File: src/rtl/rr_arbiter_3to1.sv
// rr_arbiter_3to1: round-robin 3-requester arbiter with hold-limit preemption and registered one-hot grant
module rr_arbiter_3to1 #(
  parameter int MAX_HOLD = 8,
  parameter int CNT_W = 4
) (
  input  logic       clk_i,
  input  logic       rst_i,
  input  logic [2:0] req_i,
  input  logic       done_i,
  output logic [2:0] gnt_o,
  output logic [1:0] select_o,
  output logic       busy_o,
  output logic       preempt_o
);
  typedef enum logic {IDLE, GRANT} state_t;
  state_t state;
  logic [1:0] ptr, nxt;
  logic [CNT_W-1:0] cnt;
  logic [2:0] own_oh, w_idle, w_rel, w_pre, w_hand;
  logic rel, pre, at_lim;
  function automatic logic [2:0] win(input logic [2:0] r, input logic [1:0] p);
    logic [1:0] p1, p2;
    p1 = (p == 2'd2) ? 2'd0 : p + 2'd1;
    p2 = (p1 == 2'd2) ? 2'd0 : p1 + 2'd1;
    return r[p] ? {1'b1, p} : r[p1] ? {1'b1, p1} : r[p2] ? {1'b1, p2} : 3'b000;
  endfunction
  always_comb begin
    own_oh = 3'b001 << select_o;
    nxt = (select_o == 2'd2) ? 2'd0 : select_o + 2'd1;
    w_idle = win(req_i, ptr);
    w_rel = win(req_i, nxt);
    w_pre = win(req_i & ~own_oh, nxt);
    at_lim = cnt == CNT_W'(MAX_HOLD - 1);
    rel = done_i || ~|(req_i & own_oh);
    pre = at_lim && |(req_i & ~own_oh);
    w_hand = rel ? w_rel : w_pre;
  end
  always_ff @(posedge clk_i) begin
    if (rst_i) begin
      state <= IDLE;
      ptr <= 2'd0;
      cnt <= '0;
      gnt_o <= 3'b000;
      select_o <= 2'd0;
      busy_o <= 1'b0;
      preempt_o <= 1'b0;
    end else begin
      preempt_o <= 1'b0;
      if (state == IDLE) begin
        if (w_idle[2]) begin
          state <= GRANT;
          gnt_o <= 3'b001 << w_idle[1:0];
          select_o <= w_idle[1:0];
          busy_o <= 1'b1;
          cnt <= '0;
        end
      end else if (rel || pre) begin
        ptr <= nxt;
        cnt <= '0;
        preempt_o <= !rel;
        if (w_hand[2]) begin
          gnt_o <= 3'b001 << w_hand[1:0];
          select_o <= w_hand[1:0];
        end else begin
          state <= IDLE;
          gnt_o <= 3'b000;
          busy_o <= 1'b0;
        end
      end else if (!at_lim) begin
        cnt <= cnt + CNT_W'(1);
      end
    end
  end
endmodule

File: config.mk
export PLATFORM = sky130hd
export DESIGN_NAME = rr_arbiter_3to1
export DESIGN_NICKNAME = d
export VERILOG_FILES = /design/src/rtl/rr_arbiter_3to1.sv
export SDC_FILE = /design/constraint.sdc
export NUM_CORES = 1
export LEC_CHECK = 0
export ABC_AREA = 1
export CAP_MARGIN = 10
export CORE_UTILIZATION = 33
export CTS_BUF_LIST = sky130_fd_sc_hd__clkbuf_16
export CTS_CLUSTER_DIAMETER = 80
export CTS_CLUSTER_SIZE = 8
export DETAILED_ROUTE_END_ITERATION = 7
export HOLD_SLACK_MARGIN = 0.03
export PLACE_DENSITY_LB_ADDON = 0.05
export RECOVER_POWER = 100
export SYNTH_ARGS = -nofsm -noshare
export SYNTH_HDL_FRONTEND = slang
export SYNTH_SLANG_ARGS = --single-unit
File: constraint.sdc
create_clock -name clk_i -period 3 [get_ports clk_i]
set_input_delay 0.6 -clock clk_i [delete_from_list [all_inputs] [get_ports clk_i]]
set_output_delay 0.6 -clock clk_i [all_outputs]
set_load 0.02 [all_outputs]
==> results of run 1 <==
## worst min-delay path by stage
stage               slack, ps                     to             startpoint  cells after the start
detailed placement        440  gnt_o[2]$_SDFFE_PP0P_  gnt_o[2]$_SDFFE_PP0P_                      2
finish                    450  gnt_o[2]$_SDFFE_PP0P_  gnt_o[2]$_SDFFE_PP0P_                      2
floorplan                 460    cnt[2]$_SDFFE_PP0P_    cnt[2]$_SDFFE_PP0P_                      2
CTS                       450  gnt_o[2]$_SDFFE_PP0P_  gnt_o[2]$_SDFFE_PP0P_                      2
global route              480  gnt_o[2]$_SDFFE_PP0P_  gnt_o[2]$_SDFFE_PP0P_                      2
global placement          440  gnt_o[2]$_SDFFE_PP0P_  gnt_o[2]$_SDFFE_PP0P_                      2
## routing by layer
layer  vias up  routed length (microns)
met5         -                        0
met4         0                       16
met3         2                      159
met2        37                     1110
met1       500                     1240
li1        593                        -
## flip-flops by register name (all words and copies together), names as in the netlist
register,cells
ptr,2
select_o,2
preempt_o,1
busy_o,1
state,1
cnt,4
gnt_o,3
## worst reg2reg max path: cells and delay by family (launching register included)
family	cells	cell delay (ps)
and+or+nand+nor	8	1070
buffers and inverters	2	340
DFF	1	500
## power breakdown
part,switching (mW),internal (mW)
sequential,0.0648,0.241
clock,0.0749,0.176
combinational,0.436,0.231
## layout by cell type (no fill, tap or decap), types with 3 or more instances in the layout
cell type        netlist  routed
a21oi_1               10      11
clkbuf_16              0       3
clkdlybuf4s50_1        0       4
dfxtp_1               14      14
dlygate4sd3_1          0       8
inv_1                 20      20
nand2_1               55      58
nand3_1               25      26
nand4_1                4       4
nor2_1                16      16
o21ai_0                7       7
## per-stage QoR
stage / utilization / std cells
after floorplan: - / 177
after global placement: 0.394 / 228
after detailed placement: 0.394 / 228
after CTS: 0.420 / 232
after global routing: 0.412 / 232
final: 0.412 / 232
## cell families (layout without fill, tap and decap cells)
family | count (synthesis) | count (layout) | share of synthesized area
buf+inv | 28 | 39 | 0.118
flops | 14 | 14 | 0.264
compound gates | 21 | 21 | 0.113
simple gates | 113 | 113 | 0.494
fa+ha+maj | 1 | 1 | 0.0118
## cell type report
type	instances	area [sq um]
timing repair buffer	12	120
multi-input combinational	135	637
tap	44	55.1
inverter	23	87.6
sequential	14	280
fill	359	1790
clock buffer	3	75.1
clock inverter	1	3.75
==> results.sh, run 1 <==
export IMPL_status="complete, no violations"
export IMPL_htree_levels=1
export IMPL_syn_area_per_cell_sq_um=6.01
export IMPL_grt_max_degree=11
export IMPL_final_min_clock_period_ps=2420
export IMPL_antenna_found_initial=0
export IMPL_seq_area_frac_synth=0.264
export IMPL_grt_use_met2=0.247
export IMPL_die_w_microns=58.8
export IMPL_hold_viol=0
export IMPL_r2r_end="select_o[1]$_SDFFE_PP0P_"
export IMPL_track_usage=0.169
export IMPL_synth_most_common_cell="nand2_1"
export IMPL_synthTopCellsByCount="nand2_1 (55), nand3_1 (25), inv_1 (20)"
export IMPL_slew_headroom=0.732
export IMPL_fin_hold_ws_ps=446
export IMPL_syn_area_sq_um=1060
export IMPL_reg2regPathDepth=10
export IMPL_required_ps=3170
export IMPL_io_pins=13
export IMPL_top_usage_layer="met2"
export IMPL_worst_setup_path_start_kind="input port"
export IMPL_routed_wl_microns=2530
export IMPL_antenna_left=0
export IMPL_synth_top_cell_area_share=0.264
export IMPL_crit_end="select_o[1]$_SDFFE_PP0P_"
export IMPL_ys_top_cells_by_area="dfxtp_1 (26%), nand2_1 (19%), nand3_1 (12%)"
export IMPL_fp_dieArea_sq_um=3450
export IMPL_rows=20
export IMPL_worstSetupStartpoint="req_i[1]"
export IMPL_holdBufCountCts=0
export IMPL_die_h_microns=58.8
export IMPL_grt_pass1_wl_microns=4450
export IMPL_drive_gt1_frac=0.0745
export IMPL_start_util=0.348
export IMPL_finalWorstSetupSlack_ps=575
export IMPL_rr_startpoint="select_o[1]$_SDFFE_PP0P_"
export IMPL_nets=196
export IMPL_drc=0
export IMPL_cts_buffers=3
export IMPL_grt_remaining_overflow=0
export IMPL_crit_fanout=10
export IMPL_stdcell_area_sq_um=1260
export IMPL_finalSetupViolCount=0
export IMPL_io_buffer_count=12
export IMPL_routabilityCongestion=0.888
export IMPL_synthArstFlopShare=0
export IMPL_place_ws_ps=607
export IMPL_crit_top_cell="nand3_1"
export IMPL_hpwl_microns=2000
export IMPL_tightestPinTransition_ps=401
export IMPL_drt_first_pass_iters=4
export IMPL_insertion_delay_ps=240
export IMPL_rsz0062_at_grt="no"
export IMPL_area_delta_synth_final_pct=18.4
export IMPL_crit_family="simple AND/OR/NAND/NOR gates"
export IMPL_grt_pass1_vias=992
export IMPL_ys_types=26
export IMPL_wl_per_cell_microns=10.9
export IMPL_reg2reg_slack_ps=1020
export IMPL_critPathKind="input port to register"
export IMPL_hp_class="register to register"
export IMPL_coreArea_sq_um=3050
export IMPL_cts_setup_buffers=0
export IMPL_period_share=0.808
export IMPL_p_leak_nw=0.664
export IMPL_report_final_slew_viol_count=0
export IMPL_yosysWarningCount=0
export IMPL_cts_num_sinks=14
export IMPL_cts_repair_resized=0
export IMPL_arrival_ps=2590
export IMPL_setup_worst_path_end_class="register"
export IMPL_synth_main_ff_cell="dfxtp_1"
export IMPL_ys_ff_latch=14
export IMPL_final_setup_skew_ps=1.16
export IMPL_synth_edf_count=0
export IMPL_slowest_delay_ps=680
export IMPL_synthesis_nets=184
export IMPL_tns_ps=0
export IMPL_cts_tree="done"
export IMPL_ir_worst_vdd_mv=0.387
export IMPL_num_vias=1132
export IMPL_worstPathCellList="dlygate4sd3_1 > nand3_1 > nand3_1 > nand2_1 > clkinvlp_2 > nand3_1 > nand3_1 > nand2_1 > nand2_1 > nor2_1"
export IMPL_met3_usage=0.0462
export IMPL_dpl_cell_area_sq_um=1200
export IMPL_max_freq_mhz=412
export IMPL_syn_inst=177
export IMPL_synth_largest_area_cell="dfxtp_1"
export IMPL_grtUsageMet1=0.246
export IMPL_powerDensity_nw_per_um2=972
export IMPL_p_total_mw=1.22
export IMPL_diodes=0
export IMPL_critPathBufInv=2
export IMPL_crit_slowest_cell="dlygate4sd3_1"
export IMPL_cts_buffer_depth=2
export IMPL_drv_cap=0
export IMPL_worstSetupPathDepth=10
export IMPL_routed_via_density=4.88
export IMPL_cts_root_buffer="clkbuf_16"
export IMPL_clkTransAtPathRegs_ps=50
export IMPL_drt_first_iter_violations=45
Note: power is estimated with default switching activity, not from simulation.
==> run 2: changes to the inputs <==
- clock period: 3 -> 1.95 ns (I/O delays scaled with it)
==> run 2 against run 1 <==
Effect of this change: combinational power up 74%; sequential share of layout area decreased by 1.9 points; clock skew rose by 1.8 ps; via count is 4.2% higher; wire length increased by 5.5%; register-to-register slack got worse by 710 ps; cell count is 5.6% higher; final area rose by 9.4%; count of clock-buffer cells in the layout is the same; sequential power rose by 50%; critical path type is now register to output pin; largest power group unchanged.
==> results.sh, run 2 (synthesis gave the netlist of run 1 again) <==
export IMPL_status="complete, no violations"
export IMPL_dp_cells=241
export IMPL_cts_num_sinks=14
export IMPL_report_final_slew_viol_count=0
export IMPL_cts_buffer_depth=2
export IMPL_met3_usage=0.0462
export IMPL_worst_setup_path_start_kind="register"
export IMPL_antenna_found_initial=0
export IMPL_final_util=0.451
export IMPL_drt_first_iter_violations=40
export IMPL_hpwl_microns=2140
export IMPL_htree_levels=1
export IMPL_final_setup_skew_ps=2.98
export IMPL_rsz0062_at_grt="no"
export IMPL_arrival_ps=1460
export IMPL_clkTransAtPathRegs_ps=50
export IMPL_grt_pass1_wl_microns=4530
export IMPL_stdcell_area_sq_um=1380
export IMPL_fp_dieArea_sq_um=3450
export IMPL_required_ps=1560
export IMPL_top_register="cnt"
export IMPL_final_common_cell="nand2_1"
export IMPL_rr_startpoint="select_o[0]$_SDFFE_PP0P_"
export IMPL_crit_family="buffers and inverters"
export IMPL_ir_worst_vdd_mv=0.713
export IMPL_tns_ps=0
export IMPL_wl_per_cell_microns=10.9
export IMPL_drive_gt1_frac=0.144
export IMPL_antenna_left=0
export IMPL_top_usage_layer="met2"
export IMPL_cts_tree="done"
export IMPL_tightestPinTransition_ps=336
export IMPL_coreArea_sq_um=3050
export IMPL_slowest_delay_ps=720
export IMPL_critPathKind="register to output pin"
export IMPL_die_h_microns=58.8
export IMPL_cts_buffers=3
export IMPL_cts_repair_resized=0
export IMPL_area_delta_synth_final_pct=29.5
export IMPL_drv_cap=0
export IMPL_drc=0
export IMPL_routed_wl_microns=2670
export IMPL_r2r_end="gnt_o[1]$_SDFFE_PP0P_"
export IMPL_track_usage=0.174
export IMPL_io_buffer_count=12
export IMPL_start_util=0.348
export IMPL_fin_cells=245
export IMPL_hp_start="gnt_o[2]$_SDFFE_PP0P_"
export IMPL_crit_slowest_cell="dlygate4sd3_1"
export IMPL_final_min_clock_period_ps=1850
export IMPL_hp_class="register to register"
export IMPL_grt_use_met2=0.253
export IMPL_routed_via_density=4.81
export IMPL_io_pins=13
export IMPL_reg2regPathDepth=10
export IMPL_grt_max_degree=10
export IMPL_largest_reg_flops=4
export IMPL_grt_pass1_vias=1044
export IMPL_slew_headroom=0.776
export IMPL_max_freq_mhz=541
export IMPL_routabilityCongestion=0.863
export IMPL_finalSetupViolCount=0
export IMPL_die_w_microns=58.8
export IMPL_dpl_cell_area_sq_um=1300
export IMPL_crit_fanout=8
export IMPL_top_regs="cnt (4), gnt_o (3)"
export IMPL_cts_root_buffer="clkbuf_16"
export IMPL_critPathBufInv=1
export IMPL_grt_remaining_overflow=0
export IMPL_grtUsageMet1=0.236
export IMPL_holdBufCountCts=0
export IMPL_powerDensity_nw_per_um2=1460
export IMPL_nets=209
export IMPL_diodes=0
export IMPL_worstPathCellList="dlygate4sd3_1"
export IMPL_min_to="gnt_o[2]$_SDFFE_PP0P_"
export IMPL_p_leak_nw=0.766
export IMPL_layout_common_cells="nand2_1 (57), nand3_1 (25), inv_1 (20)"
export IMPL_drt_first_pass_iters=4
export IMPL_hold_viol=0
export IMPL_cts_setup_buffers=0
export IMPL_num_vias=1179
export IMPL_setup_worst_path_end_class="output pin"
export IMPL_reg2reg_slack_ps=310
export IMPL_period_share=0.948
export IMPL_hold_depth=2
export IMPL_rows=20
export IMPL_insertion_delay_ps=250
## run 2: cell count changes in the layout (fill, tap and decap cells not counted)
cell	before	now
buf_4	0	12
dlymetal6s2s_1	0	3
clkdlybuf4s50_1	4	2
clkbuf_4	0	1
clkinvlp_2	1	0
dlygate4sd3_1	8	7
inv_4	0	1
nand2_1	58	57
nand2_4	2	3
nand3_1	26	25
nand3_2	0	1
## run 2: area by class of cell
class / instances / area, sq um
fill: 345 / 1680
multi-input combinational: 135 / 649
sequential: 14 / 280
timing repair buffer: 25 / 225
inverter: 23 / 88.8
clock buffer: 3 / 75.1
tap: 44 / 55.1
clock inverter: 1 / 3.75
## run 2: worst max path at each step
stage | startpoint | end | slack, ps | cells past startpoint
global route | select_o[0]$_SDFFE_PP0P_ | select_o[0] | 80 | 1
finish | select_o[0]$_SDFFE_PP0P_ | select_o[0] | 100 | 1
floorplan | select_o[1]$_SDFFE_PP0P_ | select_o[0]$_SDFFE_PP0P_ | 400 | 12
CTS | req_i[2] | select_o[1]$_SDFFE_PP0P_ | 130 | 9
global placement | req_i[1] | gnt_o[1]$_SDFFE_PP0P_ | -190 | 10
detailed placement | req_i[2] | select_o[1]$_SDFFE_PP0P_ | -130 | 9
## run 2: routing by layer
layer | routed length [microns] | share of wire
met1 | 1330 | 0.50
met2 | 1140 | 0.43
met3 | 157 | 0.059
met4 | 40 | 0.015
met5 | 0 | 0
## run 2: tightest hold or removal path: cells and delay by family (launching register included)
kind / cells / cell delay [ps]
AND/OR/NAND/NOR: 2 / 110
flip-flops: 1 / 300
## run 2: through the flow
stage | hold slack (ps) | total power [mW] | setup slack [ps]
floorplan | 461 | 1.29 | 402
global placement | 439 | 1.66 | -187
detailed placement | 447 | 1.65 | -127
CTS | 454 | 2.05 | 125
global route | 475 | 2.20 | 75.4
finish | 449 | 2.01 | 101
## run 2: where the power goes
part / total (mW) / switching, mW / internal [mW]
logic: 1.16 / 0.716 / 0.440
clock network: 0.393 / 0.121 / 0.271
registers: 0.460 / 0.0886 / 0.371
total: 2.01 / 0.926 / 1.08
==> run 3: changes to the inputs <==
- GPL_TIMING_DRIVEN: not set -> 0
==> run 3 against run 2 <==
Effect of this change: sequential share of layout area up 1.6 points; combinational power fell by 4%; maximum frequency grew 1.5%; core utilization down 3.3 points; flip-flop and latch count unchanged; count of clock-buffer cells in the layout stayed put; wire length is 2.8% lower; global-route usage decreased by 0.54 points; non-clock buffer count is 11 lower; final area is 7.3% lower; clock skew about the same.
==> results.sh, run 3 (synthesis gave the netlist of run 1 again) <==
export IMPL_antenna_left=0
export IMPL_holdBufCountCts=0
export IMPL_finalWorstSetupSlack_ps=129
export IMPL_worst_setup_path_start_kind="input port"
export IMPL_p_seq_frac=0.222
export IMPL_htree_levels=1
export IMPL_crit_fanout=7
export IMPL_pwr_share_comb=0.575
export IMPL_clkTransAtPathRegs_ps=50
export IMPL_num_vias=1122
export IMPL_slew_headroom=0.820
export IMPL_drt_first_iter_violations=69
export IMPL_top_regs="cnt (4), gnt_o (3)"
export IMPL_cts_setup_buffers=0
export IMPL_arrival_ps=2000
export IMPL_cts_num_sinks=14
export IMPL_grt_remaining_overflow=0
export IMPL_io_buffer_count=9
export IMPL_fin_hold_ws_ps=395
export IMPL_nets=198
export IMPL_final_common_cell="nand2_1"
export IMPL_ir_worst_vdd_mv=0.627
export IMPL_rsz0062_at_grt="no"
export IMPL_drc=0
export IMPL_area_delta_synth_final_pct=20.1
export IMPL_tightestPinTransition_ps=269
export IMPL_tns_ps=0
export IMPL_status="complete, no violations"
export IMPL_period_share=0.934
export IMPL_final_min_clock_period_ps=1820
export IMPL_fillers=360
export IMPL_report_final_slew_viol_count=0
export IMPL_drive_gt1_frac=0.121
export IMPL_drt_first_pass_iters=4
export IMPL_p_int_mw=1.03
export IMPL_antenna_found_initial=0
export IMPL_largest_reg_flops=4
export IMPL_die_h_microns=58.8
export IMPL_required_ps=2130
export IMPL_wl_per_cell_microns=11.1
export IMPL_setup_worst_path_end_class="register"
export IMPL_hpwl_microns=2030
export IMPL_routed_wl_microns=2600
export IMPL_die_w_microns=58.8
export IMPL_p_leak_nw=0.688
export IMPL_grt_pass1_vias=985
export IMPL_reg2regPathDepth=11
export IMPL_stdcell_area_sq_um=1280
export IMPL_final_setup_skew_ps=2.83
export IMPL_coreArea_sq_um=3050
export IMPL_layout_common_cells="nand2_1 (56), nand3_1 (25), inv_1 (20)"
export IMPL_hold_viol=0
export IMPL_dpl_cell_area_sq_um=1210
export IMPL_track_usage=0.168
export IMPL_powerDensity_nw_per_um2=1510
export IMPL_place_ws_ps=-66.1
export IMPL_critPathKind="input port to register"
export IMPL_hp_class="input port to register"
export IMPL_grt_pass1_wl_microns=4350
export IMPL_hold_depth=2
export IMPL_fp_dieArea_sq_um=3450
export IMPL_switchingPower_uw=903
export IMPL_p_total_mw=1.93
export IMPL_insertion_delay_ps=240
export IMPL_routabilityCongestion=0.895
export IMPL_cts_repair_resized=0
export IMPL_max_freq_mhz=549
export IMPL_cts_tree="done"
export IMPL_cts_root_buffer="clkbuf_16"
export IMPL_clkPwrFrac=0.203
export IMPL_cts_buffers=3
export IMPL_routed_via_density=4.79
export IMPL_io_pins=13
export IMPL_swShare=0.467
export IMPL_drv_cap=0
export IMPL_grt_max_degree=11
export IMPL_cts_buffer_depth=2
export IMPL_start_util=0.348
export IMPL_diodes=0
export IMPL_rows=20
export IMPL_finalSetupViolCount=0
export IMPL_top_register="cnt"
==> run 3: cell count changes in the layout (fill, tap and decap cells not counted), sizes merged <==
cell          delta
buf              -7
dlymetal6s2s     -3
clkbuf           -1
==> run 3: power by group through the flow <==
stage | logic (mW) | registers, mW | clock network, mW
3_3_place_gp | 1.14 | 0.435 | 0
2_1_floorplan | 0.796 | 0.493 | 0
4_1_cts | 1.15 | 0.434 | 0.400
5_1_grt | 1.27 | 0.437 | 0.408
6_report | 1.11 | 0.430 | 0.391
3_5_place_dp | 1.14 | 0.438 | 0
==> run 3: worst paths after layout <==
check | from | endpoint | slack, ps
max | req_i[0] | cnt[0]$_SDFFE_PP0P_ | 130
min | rst_i | cnt[1]$_SDFFE_PP0P_ | 390
max reg2reg | select_o[1]$_SDFFE_PP0P_ | cnt[0]$_SDFFE_PP0P_ | 240
min reg2reg | gnt_o[2]$_SDFFE_PP0P_ | gnt_o[2]$_SDFFE_PP0P_ | 450
==> run 3: final cells by class <==
type | instances | area (sq um) | area share
clock inverters | 1 | 3.75 | 0.00294
plain buffers | 5 | 36.3 | 0.0284
repair buffers | 9 | 90.1 | 0.0705
flip-flops and latches | 14 | 280 | 0.219
inverters | 23 | 86.3 | 0.0676
well taps | 44 | 55.1 | 0.0431
clock buffers | 3 | 75.1 | 0.0588
multi-input cells | 135 | 651 | 0.509
==> run 3: critical path, cell delays in order <==
cell and delay (ps):
clkdlybuf4s50_1 620, nand2_1 110, nand3_2 100, nand2_4 80
inv_2 80, nand2_2 40, nand2_1 210, nand2_4 110
nor2_4 110, a21boi_2 150
==> run 3: routing by layer <==
layer  share of wire  GRT usage
met1            0.50      0.231
met2            0.42      0.250
met3           0.062     0.0374
met4           0.021     0.0782
met5               0          0
==> run 3: metrics by stage <==
step                      cells  utilization
after CTS                   234        0.422
final                       234        0.418
after detailed placement    230        0.396
after floorplan             177            -
after global placement      230        0.396
after global routing        234        0.418
